$ cat config.mk
export PLATFORM = sky130hd
export DESIGN_NAME = cdb_arbiter
export DESIGN_NICKNAME = d
export VERILOG_FILES = /design/src/rtl/cdb_arbiter.sv
export SDC_FILE = /design/constraint.sdc
export NUM_CORES = 1
export LEC_CHECK = 0
export ABC_AREA = 1
export BUFFER_PORTS_ARGS = -buffer_cell sky130_fd_sc_hd__buf_2
export CAP_MARGIN = 20
export CORE_MARGIN = 4
export CORE_UTILIZATION = 40
export DETAILED_ROUTE_END_ITERATION = 8
export GPL_TIMING_DRIVEN = 0
export PLACE_DENSITY_LB_ADDON = 0.2
export SETUP_SLACK_MARGIN = 0.15
export SLEW_MARGIN = 20
export SYNTH_ARGS = -nofsm -noshare
export SYNTH_HDL_FRONTEND = slang
export SYNTH_SLANG_ARGS = --single-unit
$ cat constraint.sdc
create_clock -name clock_i -period 5.4 [get_ports clock_i]
set_clock_uncertainty 0.05 [all_clocks]
set_input_delay 0.54 -clock clock_i [delete_from_list [all_inputs] [get_ports clock_i]]
set_output_delay 0.54 -clock clock_i [all_outputs]
set_load 0.02 [all_outputs]
$ cat src/rtl/cdb_arbiter.sv
// Common-data-bus arbiter: picks one functional unit per cycle by starvation, then
// branch round-robin, then plain round-robin, and keeps grant status and utilisation.
module cdb_arbiter #(
    parameter int N_REQ        = 4,
    parameter int STARVE_LIMIT = 3
) (
    input  logic                     clock_i,
    input  logic                     reset_i,
    input  logic [N_REQ-1:0]         req_i,
    input  logic [N_REQ-1:0]         is_branch_i,
    input  logic                     stall_i,
    input  logic                     squash_i,
    output logic [N_REQ-1:0]         grant_o,
    output logic                     grant_valid_o,
    output logic [$clog2(N_REQ)-1:0] grant_idx_o,
    output logic [$clog2(N_REQ)-1:0] last_grant_idx_o,
    output logic                     forced_grant_o,
    output logic [31:0]              busy_cycles_o
);
    localparam int CW = $clog2(STARVE_LIMIT + 1);
    localparam int IW = $clog2(N_REQ);
    localparam logic [CW-1:0] LIMIT = CW'(STARVE_LIMIT);

    logic [IW-1:0] rr_q, rr_d;
    logic [CW-1:0] wait_q [N_REQ];
    logic [CW-1:0] wait_d [N_REQ];
    logic [IW-1:0] last_q, last_d;
    logic          forced_q, forced_d;
    logic [31:0]   busy_q, busy_d;

    logic          st_found, br_found, rr_found, block;
    logic [IW-1:0] st_idx, br_idx, rr_idx, sel_idx;
    logic [N_REQ-1:0] br_req;
    int            pos;

    assign block  = reset_i | squash_i | stall_i;
    assign br_req = req_i & is_branch_i;

    // Descending scans so the lowest index / nearest-to-pointer candidate is written last.
    always_comb begin
        st_found = 1'b0;
        st_idx   = '0;
        br_found = 1'b0;
        br_idx   = '0;
        rr_found = 1'b0;
        rr_idx   = '0;
        pos      = 0;
        for (int i = N_REQ - 1; i >= 0; i--) begin
            if (req_i[i] && wait_q[i] == LIMIT) begin
                st_found = 1'b1;
                st_idx   = IW'(i);
            end
        end
        for (int k = N_REQ - 1; k >= 0; k--) begin
            pos = int'(rr_q) + k;
            if (pos >= N_REQ) pos = pos - N_REQ;
            if (br_req[pos]) begin
                br_found = 1'b1;
                br_idx   = IW'(pos);
            end
            if (req_i[pos]) begin
                rr_found = 1'b1;
                rr_idx   = IW'(pos);
            end
        end
    end

    always_comb begin
        grant_valid_o = 1'b0;
        sel_idx       = '0;
        forced_d      = 1'b0;
        if (!block) begin
            if (st_found) begin
                grant_valid_o = 1'b1;
                sel_idx       = st_idx;
                forced_d      = 1'b1;
            end else if (br_found) begin
                grant_valid_o = 1'b1;
                sel_idx       = br_idx;
            end else if (rr_found) begin
                grant_valid_o = 1'b1;
                sel_idx       = rr_idx;
            end
        end
    end

    assign grant_idx_o = sel_idx;
    assign grant_o     = grant_valid_o ? (N_REQ'(1) << sel_idx) : '0;

    always_comb begin
        rr_d   = rr_q;
        last_d = last_q;
        busy_d = busy_q + 32'(grant_valid_o);
        if (squash_i) begin
            rr_d = '0;
        end else if (grant_valid_o) begin
            rr_d = (sel_idx == IW'(N_REQ - 1)) ? '0 : sel_idx + 1'b1;
        end
        if (grant_valid_o) last_d = sel_idx;
    end

    // Stalled cycles neither age nor clear a pending request.
    for (genvar gi = 0; gi < N_REQ; gi++) begin : g_wait
        assign wait_d[gi] = squash_i                    ? '0 :
                            (!req_i[gi] || grant_o[gi]) ? '0 :
                            stall_i                     ? wait_q[gi] :
                            (wait_q[gi] == LIMIT)       ? LIMIT :
                                                          wait_q[gi] + 1'b1;
    end

    always_ff @(posedge clock_i) begin
        if (reset_i) begin
            rr_q     <= '0;
            last_q   <= '0;
            forced_q <= 1'b0;
            busy_q   <= '0;
            for (int i = 0; i < N_REQ; i++) wait_q[i] <= '0;
        end else begin
            rr_q     <= rr_d;
            last_q   <= last_d;
            forced_q <= forced_d;
            busy_q   <= busy_d;
            for (int i = 0; i < N_REQ; i++) wait_q[i] <= wait_d[i];
        end
    end

    assign last_grant_idx_o = last_q;
    assign forced_grant_o   = forced_q;
    assign busy_cycles_o    = busy_q;

    a_grant_ok: assert property (@(posedge clock_i)
        $onehot0(grant_o) && ((grant_o & ~req_i) == '0));

endmodule

Word level (Yosys, flattened, before mapping) --
Memories as Yosys holds them, arrays and structs flattened. Cells that the tools add are included.
Operators by class: $add $sub $neg 13, $lt $le $gt $ge 8, shifts and indexed selects 1, mux-type cells 86, reduce and logical (&&, ||, !) cells 14, bitwise operators 7, equality and inequality tests 5
Operators with widths (count):
- $lt A32 B4 Y1 const B | 4
- $mux W32 | 4
- $mux W2 | 37
- $mux W1 | 36
- $add A32 B1 Y32 | 1
- $bmux W1 S2 | 8
- $sub A3 B3 Y4 const B | 3
- $add A2 B1 Y2 const B | 5
- $eq A2 B2 Y1 const B | 5
- $ge A3 B3 Y1 const B | 3
- $add A2 B2 Y3 const B | 2
- $or A1 B1 Y1 | 6
- $and A4 B4 Y4 | 1
- $logic_and A1 B1 Y1 | 4
- $logic_not A1 Y1 | 4
- $logic_or A1 B1 Y1 | 4
- $mux W4 | 1
- $reduce_or A2 Y1 | 2
- $shl A1 B2 Y4 const A | 1
- $sub A2 B3 Y4 const B | 1
- $add A2 B1 Y3 const B | 1
- $ge A2 B3 Y1 const B | 1
Word-level totals: word-level logic and storage cells 139, memory bits (writable) 8, memories kept 1, output and inout bits 42, register bits after elaboration 37
Memory list:
- wait_q | depth 4, bits a word 2, rd ports 4, clocked after memory_dff 0, write ports 4, line 25 | logic [CW-1:0] wait_q [N_REQ];

Depth between registers and ports, before layout --
Gate-level depths: netlist of run 1.
word-level depth 20, depth in mapped cells 20, mapped depth without buffers 20

Least setup slack after synthesis of run 1 --
Ideal clock, no wire load.
path type input to register, from input squash_i, to register busy_q[30] (netlist: busy_cycles_o[30]), cell stages on the path 18, required time 5.218 ns, path buffers 0, setup slack 2.607 ns, library setup time 0.132 ns, arrival time 2.611 ns, path through nor2_2 inv_1 nor2_1 nand2_1 inv_2 ha_1 ha_1 nand2_1 nor2_2 nand3_2 nor3_4 nand2_2 inv_2 nand2_2 nor2_4 nand2_2 nor3_1 nor3b_2
Between the ends: cells in the longest elaborated chain, start to end 4
Ends and longest elaborated chain:
- start, declared | line 12 | input logic squash_i,
- $or A1 B1 Y1 (2 in series) | line 36 | assign block = reset_i | squash_i | stall_i;
- $mux W1 | line 72 | if (!block) begin
- net grant_valid_o | line 14 | output logic grant_valid_o,
- $add A32 B1 Y32 | line 93 | busy_d = busy_q + 32'(grant_valid_o);
- end signal, assigned | line 122 | busy_q <= busy_d;
- end, declared | line 29 | logic [31:0] busy_q, busy_d;
The timed path passes the listed nets, and every way through them passes these cells. A chain may end at the register's enable or synchronous reset.

Final worst setup path of run 1 --
from register rr_q[0], to register busy_q[30] (netlist: busy_cycles_o[30])
Between the ends: cells in the longest elaborated chain, start to end 15, elaborated cells on any way between the ends 52
Ends and longest elaborated chain:
- start, declared | line 24 | logic [IW-1:0] rr_q, rr_d;
- start signal, assigned | line 119 | rr_q <= rr_d;
- $add A2 B2 Y3 | line 55 | pos = int'(rr_q) + k;
- $sub A3 B3 Y4 or $ge A3 B3 Y1 (tied branches) | line 56 | if (pos >= N_REQ) pos = pos - N_REQ;
- $mux W32 | line 56
- $bmux W1 S2 | line 61 | if (req_i[pos]) begin
- $mux W1 (not written as such) (2 in series) | line 61
- $mux W1 (4 in series) | line 61
- $mux W1 | line 80 | end else if (rr_found) begin
- $mux W1 (*) | line 77 | end else if (br_found) begin
- $mux W1 (*) | line 73 | if (st_found) begin
- $mux W1 (*) | line 72
- $add A32 B1 Y32 (*) | line 93
Mark *: on every way between the ends. The rest lies on a longest branch, timed or not. The select of a mux whose other input is x is not followed.

==> flow_summary_export.csv, run 1 <==
group,metric,value,unit
synthesis,post-synth-top-area-fraction,34.7,%
die,io_pins,54,
timing,timing.max_slew.rel_slack,57.7,%
detailed_routing,viasPerCell,4.88,
detailed_routing,wl_per_cell,11.9,um
cts,postCtsSetupRepairBufs,0,
pwr,power_report.internal_total,510,uW
critical_path,timing.critical_path.cells,"inv_2 > o21ai_1 > nor2_1 > nand2_1 > nand2_1 > inv_2 > ha_1 > ha_1 > nand2_1 > nor2_2 > nand3_2 > nor3_4 > nand2_2 > inv_2 > nand2_2 > nor2_4 > nand2_2 > nor3_1 > nor3b_2",
grt,grt_util_met3,3.45,%
hold_path,hp-class,"flop to flop",
die,die_x,88.5,um
grt,grt_first_pass_wirelength,10100,um
timing,unrepaired_setup_endpoints_after_global_routing,"no",
grt,met1_usage_grt,22.2,%
cts,hold_buf_cts,0,
die,fp-row-count,29,
synthesis,synth_area,2590,um^2
placement,globalplace.congestion,0.827,
critical_path,nature_of_the_critical_path_endpoint,"flop",
pwr,power_per_unit_of_standard_cell_area,219,nW/um^2
finish,area_growth_syn_to_layout,18.4,%
grt,gr-usage-all-layers,16.2,%
detailed_routing,remaining_drc_errors,0,
critical_path,worst-endpoint-required,5.51,ns
pwr,power_frac_seq,50.1,%
detailed_routing,initialDrtViolationCount,66,
synthesis,ys_seq_elements,45,
critical_path,critical_path.startpoint_type,"flop",
pwr,combinationalPowerShare,10.8,%
timing,post-route-min-period,3.04,ns
cts,clk_path_buf_depth,2,
die,die-area,7830,um^2
finish,utilization,48.6,%
placement,placed_cells_incl_taps,505,
cts,clk_pin_slew_worst_paths,0.08,ns
finish,layout.cells.most_common,"sky130_fd_sc_hd__nand2_1",
synthesis,synth_area_per_cell,6.91,um^2
grt,number_of_global_route_vias_before_repair,2276,
detailed_routing,drtAntennaViolNets,0,
grt,pin_count_of_the_biggest_net_entering_global_routing,14,
run,cap_violations,0,
synthesis,synth_cells,375,
critical_path,critical_path.top_delay_family,"simple AND/OR/NAND/NOR gates",
timing,count_of_endpoints_failing_hold_in_the_final_timing_report,0,
synthesis,synth.distinct_cells,39,
run_status,outcome,"finished clean",
timing,finalCritPeriodShare,56.2,%
timing,setup_violations,0,
grt,globalRouteMet2Util,25.9,%
pwr,switching_power,162,uW
detailed_routing,vias,2504,
synthesis,netlist_top_cells_area,"sky130_fd_sc_hd__dfxtp_1 (35%), sky130_fd_sc_hd__nand2_1 (11%), sky130_fd_sc_hd__inv_1 (7.4%)",
cts,insertion_delay,0.30,ns
finish,post-route-cell-area,3070,um^2
pwr,vdd_ir_drop_max,0.000106,V
pwr,power.switching_fraction,24.1,%
cts,cts_tree,"done",
detailed_routing,routed_wirelength,6080,um
placement,port-buffer-count,53,
critical_path,crit_slowest_cell,"sky130_fd_sc_hd__dfxtp_1",
finish,proportion_of_layout_cells_with_a_drive_suffix_above_1,22.7,%
cts,post_cts_resized,0,
grt,grt-ovfl-total,0,
pwr,cellLeakagePower,0.00144,uW
cts,cts_inserted_buffers,5,
finish,finalNetCount,454,
timing,final-max-slew-violation-count,0,
placement,dpl.hpwl,4840,um
critical_path,path_max_fanout,9,
grt,grt_most_used_layer,"met2",
finish,final_cell_mix,"sky130_fd_sc_hd__nand2_1 (78), sky130_fd_sc_hd__buf_2 (54), sky130_fd_sc_hd__inv_1 (51)",
pwr,power,672,uW
timing,maxClockFrequency,0.329,GHz
grt,antenna_found_initial,0,
synthesis,yosys_warnings,0,
die,design.core.area,6310,um^2
timing,worst_slew_pin_slew,0.635,ns
timing,timing.setup.tns,0,ns
critical_path,worstPathArrival,3.15,ns
placement,detailed_place.area,2950,um^2
cts,cts_sinks,45,
detailed_routing,detailedRoute.firstPassIterationCount,4,
finish,n_antenna_cell,0,
pwr,clkPwrFrac,39.1,%
critical_path,cp.buffers_inverters,3,
die,die_height,88.5,um
cts,root_buffer,"sky130_fd_sc_hd__clkbuf_8",
critical_path,crit_path_kind,"flop to flop",
finish,instances_no_fill,513,
critical_path,delay_of_the_slowest_cell_on_the_worst_path,0.44,ns
synthesis,synthDominantAreaCellType,"sky130_fd_sc_hd__dfxtp_1",
die,initial_core_util,41.1,%
synthesis,mappedNetlistNets,394,
synthesis,synth-seq-area-share,34.7,%
cts,cts-htree-levels,2,
## power groups by stage
stage               Clock [uW]  Sequential (uW)  Combinational, uW
floorplan                    0              346               50.4
global placement             0              344               71.6
detailed placement           0              345               72.9
CTS                        273              337               73.1
global route               288              337               82.9
finish                     263              337               72.7
## per-stage QoR
stage | setup WS [ns] | hold slack (ns)
2_1_floorplan | 2.61 | 0.413
3_3_place_gp | 2.09 | 0.414
3_5_place_dp | 2.03 | 0.417
4_1_cts | 2.33 | 0.436
5_1_grt | 1.98 | 0.448
6_report | 2.36 | 0.428
## sequential cells by signal, summed over array words and instances, names as in the netlist
name,cells
busy_cycles_o,32
wait_q,8
last_grant_idx_o,2
rr_q,2
forced_grant_o,1
## worst paths after layout
kind                        to               from  depth (start not counted)  slack, ns
max          busy_cycles_o[30]            rr_q[0]                         19       2.36
min          busy_cycles_o[15]  busy_cycles_o[15]                          2       0.43
max reg2reg  busy_cycles_o[30]            rr_q[0]                         19       2.36
min reg2reg  busy_cycles_o[15]  busy_cycles_o[15]                          2       0.43
## worst register-to-register path, cell delays in order, from the launching register on
cell	delay, ns
sky130_fd_sc_hd__dfxtp_1	0.44
sky130_fd_sc_hd__inv_2	0.13
sky130_fd_sc_hd__o21ai_1	0.26
sky130_fd_sc_hd__nor2_1	0.09
sky130_fd_sc_hd__nand2_1	0.06
sky130_fd_sc_hd__nand2_1	0.12
sky130_fd_sc_hd__inv_2	0.16
sky130_fd_sc_hd__ha_1	0.17
sky130_fd_sc_hd__ha_1	0.16
sky130_fd_sc_hd__nand2_1	0.08
sky130_fd_sc_hd__nor2_2	0.14
sky130_fd_sc_hd__nand3_2	0.14
sky130_fd_sc_hd__nor3_4	0.16
sky130_fd_sc_hd__nand2_2	0.12
sky130_fd_sc_hd__inv_2	0.07
sky130_fd_sc_hd__nand2_2	0.08
sky130_fd_sc_hd__nor2_4	0.14
sky130_fd_sc_hd__nand2_2	0.08
sky130_fd_sc_hd__nor3_1	0.20
sky130_fd_sc_hd__nor3b_2	0.07
## Yosys cell counts (all sizes together)
master  count
a211oi      4
xnor2       4
and3        3
a21oi      22
o21ai      17
or2         2
nor4        4
o21bai      1
o21a        2
ha          7
dfxtp      45
nand3      26
nand4       6
nor3       16
nor3b       3
nand3b      2
inv        58
nand2      85
a31oi       1
clkbuf      3
nor2       57
xor2        4
clkinv      1
buf         2
## per-layer routing
| metal | part of all wire [%] | wire length (um) | vias to the layer above |
|---|---|---|---|
| met3 | 4.2 | 253 | 6 |
| met1 | 49 | 3010 | 1142 |
| met5 | 0 | 0 | - |
| li1 | - | - | 1318 |
| met2 | 45 | 2750 | 38 |
| met4 | 1.1 | 68 | 0 |
## cells by family (layout without fill, tap and decap cells)
group | Yosys count | in the layout | synth area share [%]
flip-flops | 45 | 45 | 34.7
AND/OR/NAND/NOR | 204 | 204 | 38.9
AO/OA/AOI/OAI | 47 | 47 | 10.1
buffers and inverters | 64 | 125 | 9.60
adder cells (fa/ha/maj) | 7 | 7 | 3.38
XOR/XNOR | 8 | 8 | 3.28
## final cells by class
class	count	area, um^2
well taps	77	96.3
inverters	59	221
flip-flops and latches	45	901
multi-input cells	266	1440
clock buffers	7	86.3
fillers	661	3240
clock inverters	1	30.0
plain buffers	5	27.5
repair buffers	53	265
No activity file was read; power rests on OpenSTA's default activity.
==> inputs of run 2 (changes only) <==
==> constraint.sdc (replaced) <==
create_clock -name clock_i -period 2.7 [get_ports clock_i]
set_clock_uncertainty 0.05 [all_clocks]
set_input_delay 0.27 -clock clock_i [delete_from_list [all_inputs] [get_ports clock_i]]
set_output_delay 0.27 -clock clock_i [all_outputs]
set_load 0.02 [all_outputs]
==> flow_summary_export.csv, run 2 (same netlist as run 1, synthesis figures left out) <==
group,metric,value,unit
grt,grt-ovfl-total,0,
timing,unrepaired_setup_endpoints_after_global_routing,"yes",
critical_path,critical_path.startpoint_type,"flop",
critical_path,nature_of_the_critical_path_endpoint,"flop",
timing,finalCritPeriodShare,94.4,%
finish,n_antenna_cell,0,
die,design.core.area,6310,um^2
timing,timing.setup.tns,0,ns
timing,count_of_endpoints_failing_hold_in_the_final_timing_report,0,
critical_path,crit_path_kind,"flop to flop",
critical_path,timing.critical_path.cells,"buf_12 > nand2_4 > nand2_4 > nor2_2 > nand2_1 > nand2_2 > inv_4 > buf_6 > ha_4 > nand3_4 > inv_2 > and3_4 > nand2_4 > nor2_4 > nand3_4 > nor2_4 > nand2_2 > nor2_4 > nand2_2 > nor2_2 > nor2_1",
die,die_height,88.5,um
critical_path,path_max_fanout,8,
pwr,clkPwrFrac,37.4,%
finish,area_growth_syn_to_layout,41.6,%
detailed_routing,routed_wirelength,6730,um
grt,antenna_found_initial,0,
die,fp-row-count,29,
finish,largest_register_ff_count,32,
hold_path,hp-class,"primary input to flop",
die,io_pins,54,
pwr,power.switching_fraction,26.9,%
cts,cts-htree-levels,2,
critical_path,crit_slowest_cell,"sky130_fd_sc_hd__dfxtp_4",
placement,globalplace.congestion,0.847,
pwr,power_frac_seq,47.4,%
placement,dpl.hpwl,4860,um
cts,root_buffer,"sky130_fd_sc_hd__clkbuf_8",
cts,cts_inserted_buffers,5,
grt,met1_usage_grt,23.6,%
timing,worst_slew_pin_slew,0.606,ns
die,initial_core_util,41.1,%
finish,multi_input_area,1720,um^2
critical_path,worst-endpoint-required,2.84,ns
cts,cts_sinks,45,
cts,cts_tree,"done",
grt,grt_most_used_layer,"met2",
grt,grt_first_pass_wirelength,11200,um
grt,number_of_global_route_vias_before_repair,2510,
timing,setup_violations,0,
critical_path,delay_of_the_slowest_cell_on_the_worst_path,0.40,ns
detailed_routing,vias,2662,
run_status,outcome,"finished clean",
cts,hold_buf_cts,0,
pwr,vdd_ir_drop_max,0.000242,V
pwr,cellLeakagePower,0.00169,uW
cts,insertion_delay,0.30,ns
detailed_routing,wl_per_cell,12.3,um
pwr,combinationalPowerShare,15.2,%
detailed_routing,viasPerCell,4.87,
grt,pin_count_of_the_biggest_net_entering_global_routing,17,
grt,gr-usage-all-layers,18.0,%
finish,nFillCells,591,
run,cap_violations,0,
grt,grt_util_met3,3.72,%
detailed_routing,remaining_drc_errors,0,
timing,final-max-slew-violation-count,0,
cts,clk_pin_slew_worst_paths,0.09,ns
finish,final_cell_mix,"sky130_fd_sc_hd__nand2_1 (57), sky130_fd_sc_hd__buf_2 (49), sky130_fd_sc_hd__inv_1 (47)",
cts,clk_path_buf_depth,2,
finish,seq_area,905,um^2
finish,proportion_of_layout_cells_with_a_drive_suffix_above_1,39.4,%
timing,timing.max_slew.rel_slack,59.6,%
pwr,power_report.internal_total,1040,uW
finish,finalNetCount,488,
grt,globalRouteMet2Util,29.7,%
detailed_routing,detailedRoute.firstPassIterationCount,4,
detailed_routing,drtAntennaViolNets,0,
placement,port-buffer-count,53,
detailed_routing,initialDrtViolationCount,89,
die,die-area,7830,um^2
timing,maxClockFrequency,0.392,GHz
pwr,switching_power,383,uW
finish,utilization,58.1,%
timing,post-route-min-period,2.55,ns
pwr,power_per_unit_of_standard_cell_area,388,nW/um^2
finish,layout.cells.most_common,"sky130_fd_sc_hd__nand2_1",
critical_path,worstPathArrival,2.69,ns
die,die_x,88.5,um
==> run 2: cell count changes in the layout (fill, tap and decap cells not counted), moves of 7 or more <==
| cell | delta |
|---|---|
| sky130_fd_sc_hd__buf_4 | +31 |
| sky130_fd_sc_hd__buf_6 | +7 |
| sky130_fd_sc_hd__ha_1 | -7 |
| sky130_fd_sc_hd__nand2_1 | -21 |
| sky130_fd_sc_hd__nand2_2 | +14 |
| sky130_fd_sc_hd__nand2_4 | +7 |
==> run 2: layer usage <==
metal  vias to the layer above  wire (um)
met3                         8        313
li1                       1390          -
met4                         0         86
met1                      1214       3010
met5                         -          0
met2                        50       3320
==> run 2: final timing paths <==
kind	depth (start not counted)	to	startpoint	slack, ns
worst max register to register	21	busy_cycles_o[29]	rr_q[0]	0.15
worst min-delay path	2	wait_q[0][0]	stall_i	0.18
worst min register to register	2	last_grant_idx_o[1]	last_grant_idx_o[1]	0.43
worst max-delay path	21	busy_cycles_o[29]	rr_q[0]	0.15
==> run 2: layout make-up <==
class                           instances  area share [%]
Sequential cell                        45            24.6
Inverter                               59            6.31
Tap cell                               77            2.62
Multi-Input combinational cell        266            46.9
Timing Repair Buffer                   87            15.2
Clock inverter                          3            1.30
Clock buffer                            5            1.87
Buffer                                  5            1.16
==> run 2: power by group through the flow <==
stage	Sequential (uW)	Combinational [uW]	Clock [uW]
global route	676	238	572
finish	675	216	532
global placement	689	145	0
floorplan	691	103	0
detailed placement	689	148	0
CTS	675	181	553
==> run 2: repair_timing <==
| action | CTS | global route |
|---|---|---|
| buffers inserted | 22 | 12 |
| pin swaps | 16 | 26 |
| resized for setup | 38 | 49 |
| endpoints found under the setup margin | 20 | 23 |
==> run 2: critical path, delay by kind of cell (launching register included) <==
kind                       cells  cell delay (ns)
DFF                            1             0.40
adders and majority gates      1             0.13
and+or+nand+nor               16             1.45
buffers and inverters          4             0.42
==> run 2: metrics by stage <==
step	instances	setup WS [ns]	total power, uW	area (um^2)	hold WS [ns]
global route	547	0.0108	1490	3670	0.177
CTS	535	0.0842	1410	3390	0.165
global placement	505	-0.232	834	2970	0.414
finish	547	0.150	1420	3670	0.175
detailed placement	505	-0.304	837	2970	0.419
floorplan	375	0.184	794	2610	0.314
==> inputs of run 3 (changes only) <==
--- a/config.mk
+++ b/config.mk
@@ -5,7 +5,7 @@
 export SDC_FILE = /design/constraint.sdc
 export NUM_CORES = 1
 export LEC_CHECK = 0
-export ABC_AREA = 1
+export ABC_AREA = 0
 export BUFFER_PORTS_ARGS = -buffer_cell sky130_fd_sc_hd__buf_2
 export CAP_MARGIN = 20
 export CORE_MARGIN = 4
==> flow_summary_export.csv, run 3 <==
group,metric,value,unit
critical_path,worst-endpoint-required,2.38,ns
synthesis,asyncSetResetFlopFracSynth,0,%
grt,pin_count_of_the_biggest_net_entering_global_routing,15,
synthesis,synth_area_per_cell,8.23,um^2
timing,worst_slew_pin_slew,0.646,ns
finish,layout.cells.most_common,"sky130_fd_sc_hd__buf_2",
pwr,power,1410,uW
synthesis,ys_seq_elements,45,
die,die_x,85.8,um
timing,maxClockFrequency,0.389,GHz
cts,clk_pin_slew_worst_paths,0.09,ns
grt,antenna_found_initial,0,
timing,setup_violations,0,
synthesis,synth.distinct_cells,46,
detailed_routing,routed_wirelength,5770,um
critical_path,timing.critical_path.cells,"buf_8 > a31o_2 > a221oi_4 > a221o_1 > a31oi_4 > ha_1 > and2_1 > buf_4",
synthesis,synthDominantAreaCellType,"sky130_fd_sc_hd__dfxtp_1",
critical_path,crit_path_kind,"flop to output pin",
critical_path,crit_slowest_cell,"sky130_fd_sc_hd__dfxtp_4",
pwr,power_per_unit_of_standard_cell_area,434,nW/um^2
critical_path,path_max_fanout,9,
critical_path,worstPathArrival,2.25,ns
cts,cts_inserted_buffers,5,
critical_path,nature_of_the_critical_path_endpoint,"output pin",
synthesis,synth_flop_cell,"sky130_fd_sc_hd__dfxtp_1",
timing,timing.setup.tns,0,ns
placement,globalplace.congestion,0.851,
pwr,cellLeakagePower,0.00131,uW
cts,insertion_delay,0.30,ns
placement,dpl.hpwl,4150,um
finish,n_antenna_cell,0,
finish,final_cell_mix,"sky130_fd_sc_hd__buf_2 (51), sky130_fd_sc_hd__dfxtp_1 (43), sky130_fd_sc_hd__nor2_1 (34)",
hold_path,hp-class,"primary input to flop",
finish,finalNetCount,373,
timing,count_of_endpoints_failing_hold_in_the_final_timing_report,0,
grt,number_of_global_route_vias_before_repair,2038,
timing,finalCritPeriodShare,95.1,%
synthesis,mappedNetlistNets,313,
finish,proportion_of_layout_cells_with_a_drive_suffix_above_1,33.0,%
detailed_routing,detailedRoute.firstPassIterationCount,4,
synthesis,synth_edf_count,0,
die,design.core.area,5890,um^2
detailed_routing,viasPerCell,5.28,
cts,cts-htree-levels,2,
timing,post-route-min-period,2.57,ns
synthesis,synth_cells,294,
synthesis,post-synth-top-area-fraction,37.2,%
finish,area_growth_syn_to_layout,34.0,%
cts,hold_buf_cts,0,
placement,port-buffer-count,49,
synthesis,synth.top_cells.by_count,"sky130_fd_sc_hd__dfxtp_1 (45), sky130_fd_sc_hd__nor2_1 (36), sky130_fd_sc_hd__nand2_1 (25), sky130_fd_sc_hd__a21oi_1 (19)",
synthesis,yosys.cell_count.top_type,"sky130_fd_sc_hd__dfxtp_1",
pwr,vdd_ir_drop_max,0.000227,V
synthesis,synth_area,2420,um^2
timing,timing.max_slew.rel_slack,56.8,%
grt,grt_first_pass_wirelength,9520,um
synthesis,synth-seq-area-share,37.2,%
detailed_routing,initialDrtViolationCount,96,
timing,final-max-slew-violation-count,0,
finish,largest_register_ff_count,32,
die,initial_core_util,41.1,%
detailed_routing,wl_per_cell,13.4,um
die,die_height,85.8,um
synthesis,yosys_warnings,0,
synthesis,netlist_top_cells_area,"sky130_fd_sc_hd__dfxtp_1 (37%), sky130_fd_sc_hd__xnor2_1 (6.5%), sky130_fd_sc_hd__nor2_1 (5.6%)",
detailed_routing,vias,2272,
die,io_pins,54,
detailed_routing,drtAntennaViolNets,0,
cts,clk_path_buf_depth,2,
run_status,outcome,"finished clean",
critical_path,critical_path.startpoint_type,"flop",
grt,gr-usage-all-layers,15.7,%
cts,root_buffer,"sky130_fd_sc_hd__clkbuf_8",
critical_path,delay_of_the_slowest_cell_on_the_worst_path,0.36,ns
timing,unrepaired_setup_endpoints_after_global_routing,"yes",
cts,cts_tree,"done",
die,die-area,7350,um^2
detailed_routing,remaining_drc_errors,0,
cts,cts_sinks,45,
run,cap_violations,0,
grt,grt-ovfl-total,0,
die,fp-row-count,28,
run 3: cell count changes after synthesis, moves of 6 or more:
| cell | before | now |
|---|---|---|
| sky130_fd_sc_hd__nor3_1 | 15 | 6 |
| sky130_fd_sc_hd__inv_1 | 51 | 15 |
| sky130_fd_sc_hd__buf_2 | 1 | 7 |
| sky130_fd_sc_hd__nor2_1 | 47 | 36 |
| sky130_fd_sc_hd__or3_1 | 0 | 6 |
| sky130_fd_sc_hd__xnor2_1 | 3 | 18 |
| sky130_fd_sc_hd__nor2_4 | 6 | 0 |
| sky130_fd_sc_hd__nor4_2 | 0 | 7 |
| sky130_fd_sc_hd__nand2_1 | 78 | 25 |
| sky130_fd_sc_hd__and2_1 | 0 | 6 |
| sky130_fd_sc_hd__o21ai_1 | 8 | 0 |
| sky130_fd_sc_hd__inv_2 | 7 | 1 |
run 3: worst paths after layout:
check                 startpoint                   to  slack [ns]  cells past startpoint
max                      rr_q[0]           grant_o[1]        0.13                      8
min reg2reg  last_grant_idx_o[1]  last_grant_idx_o[1]        0.41                      2
max reg2reg              rr_q[0]         wait_q[3][0]        0.54                     10
min                      reset_i     busy_cycles_o[1]        0.22                      2
run 3: cells by family after synthesis:
kind of cell | Yosys count | share of synthesized area, %
simple gates | 134 | 30.1
buf+inv | 30 | 5.33
xor+xnor | 26 | 9.42
fa+ha+maj | 7 | 3.62
compound gates | 52 | 14.3
flops | 45 | 37.2
run 3: metal layers:
metal / up-vias / GRT usage (%) / wire, um
met3: 8 / 3.46 / 231
met4: 0 / 4.17 / 63
met2: 42 / 23.7 / 2550
li1: 1157 / - / -
met5: - / 0 / 0
met1: 1065 / 22.5 / 2920
run 3: per-stage QoR:
step                area (um^2)  hold slack, ns  std cells  worst slack, ns  utilization [%]
floorplan                  2490           0.400        294            0.123                -
global placement           2830           0.399        418          -0.0746             48.0
detailed placement         2830           0.396        418           -0.106             48.0
CTS                        3040           0.223        427            0.145             51.7
global route               3240           0.237        430           0.0254             55.1
finish                     3240           0.217        430            0.132             55.1
run 3: where the power goes:
part / switching (uW) / leakage [uW] / internal [uW] / total [uW]
combinational: 115 / 0.000893 / 81.7 / 196
clock: 231 / 0.0000574 / 301 / 532
sequential: 7.57 / 0.000364 / 670 / 677
run 3: what timing repair did:
item / in CTS / in global routing
gates resized for setup: 21 / 30
endpoints found under the setup margin: 6 / 16
pin swaps: 3 / 5
gates cloned: 0 / 1
setup buffers: 1 / 2
run 3: final cells by class:
type,instances,area [um^2]
fill,555,2650
multi-input combinational,219,1650
sequential,45,908
timing repair buffer,53,302
buffer,14,104
tap,75,93.8
clock buffer,6,82.6
inverter,16,65.1
clock inverter,2,37.5
run 3: worst max-delay path, delay by kind of cell (launching register included):
family	cells	cell delay, ns
buf+inv	2	0.30
compound gates	4	0.91
fa+ha+maj	1	0.23
flops	1	0.36
simple gates	1	0.16
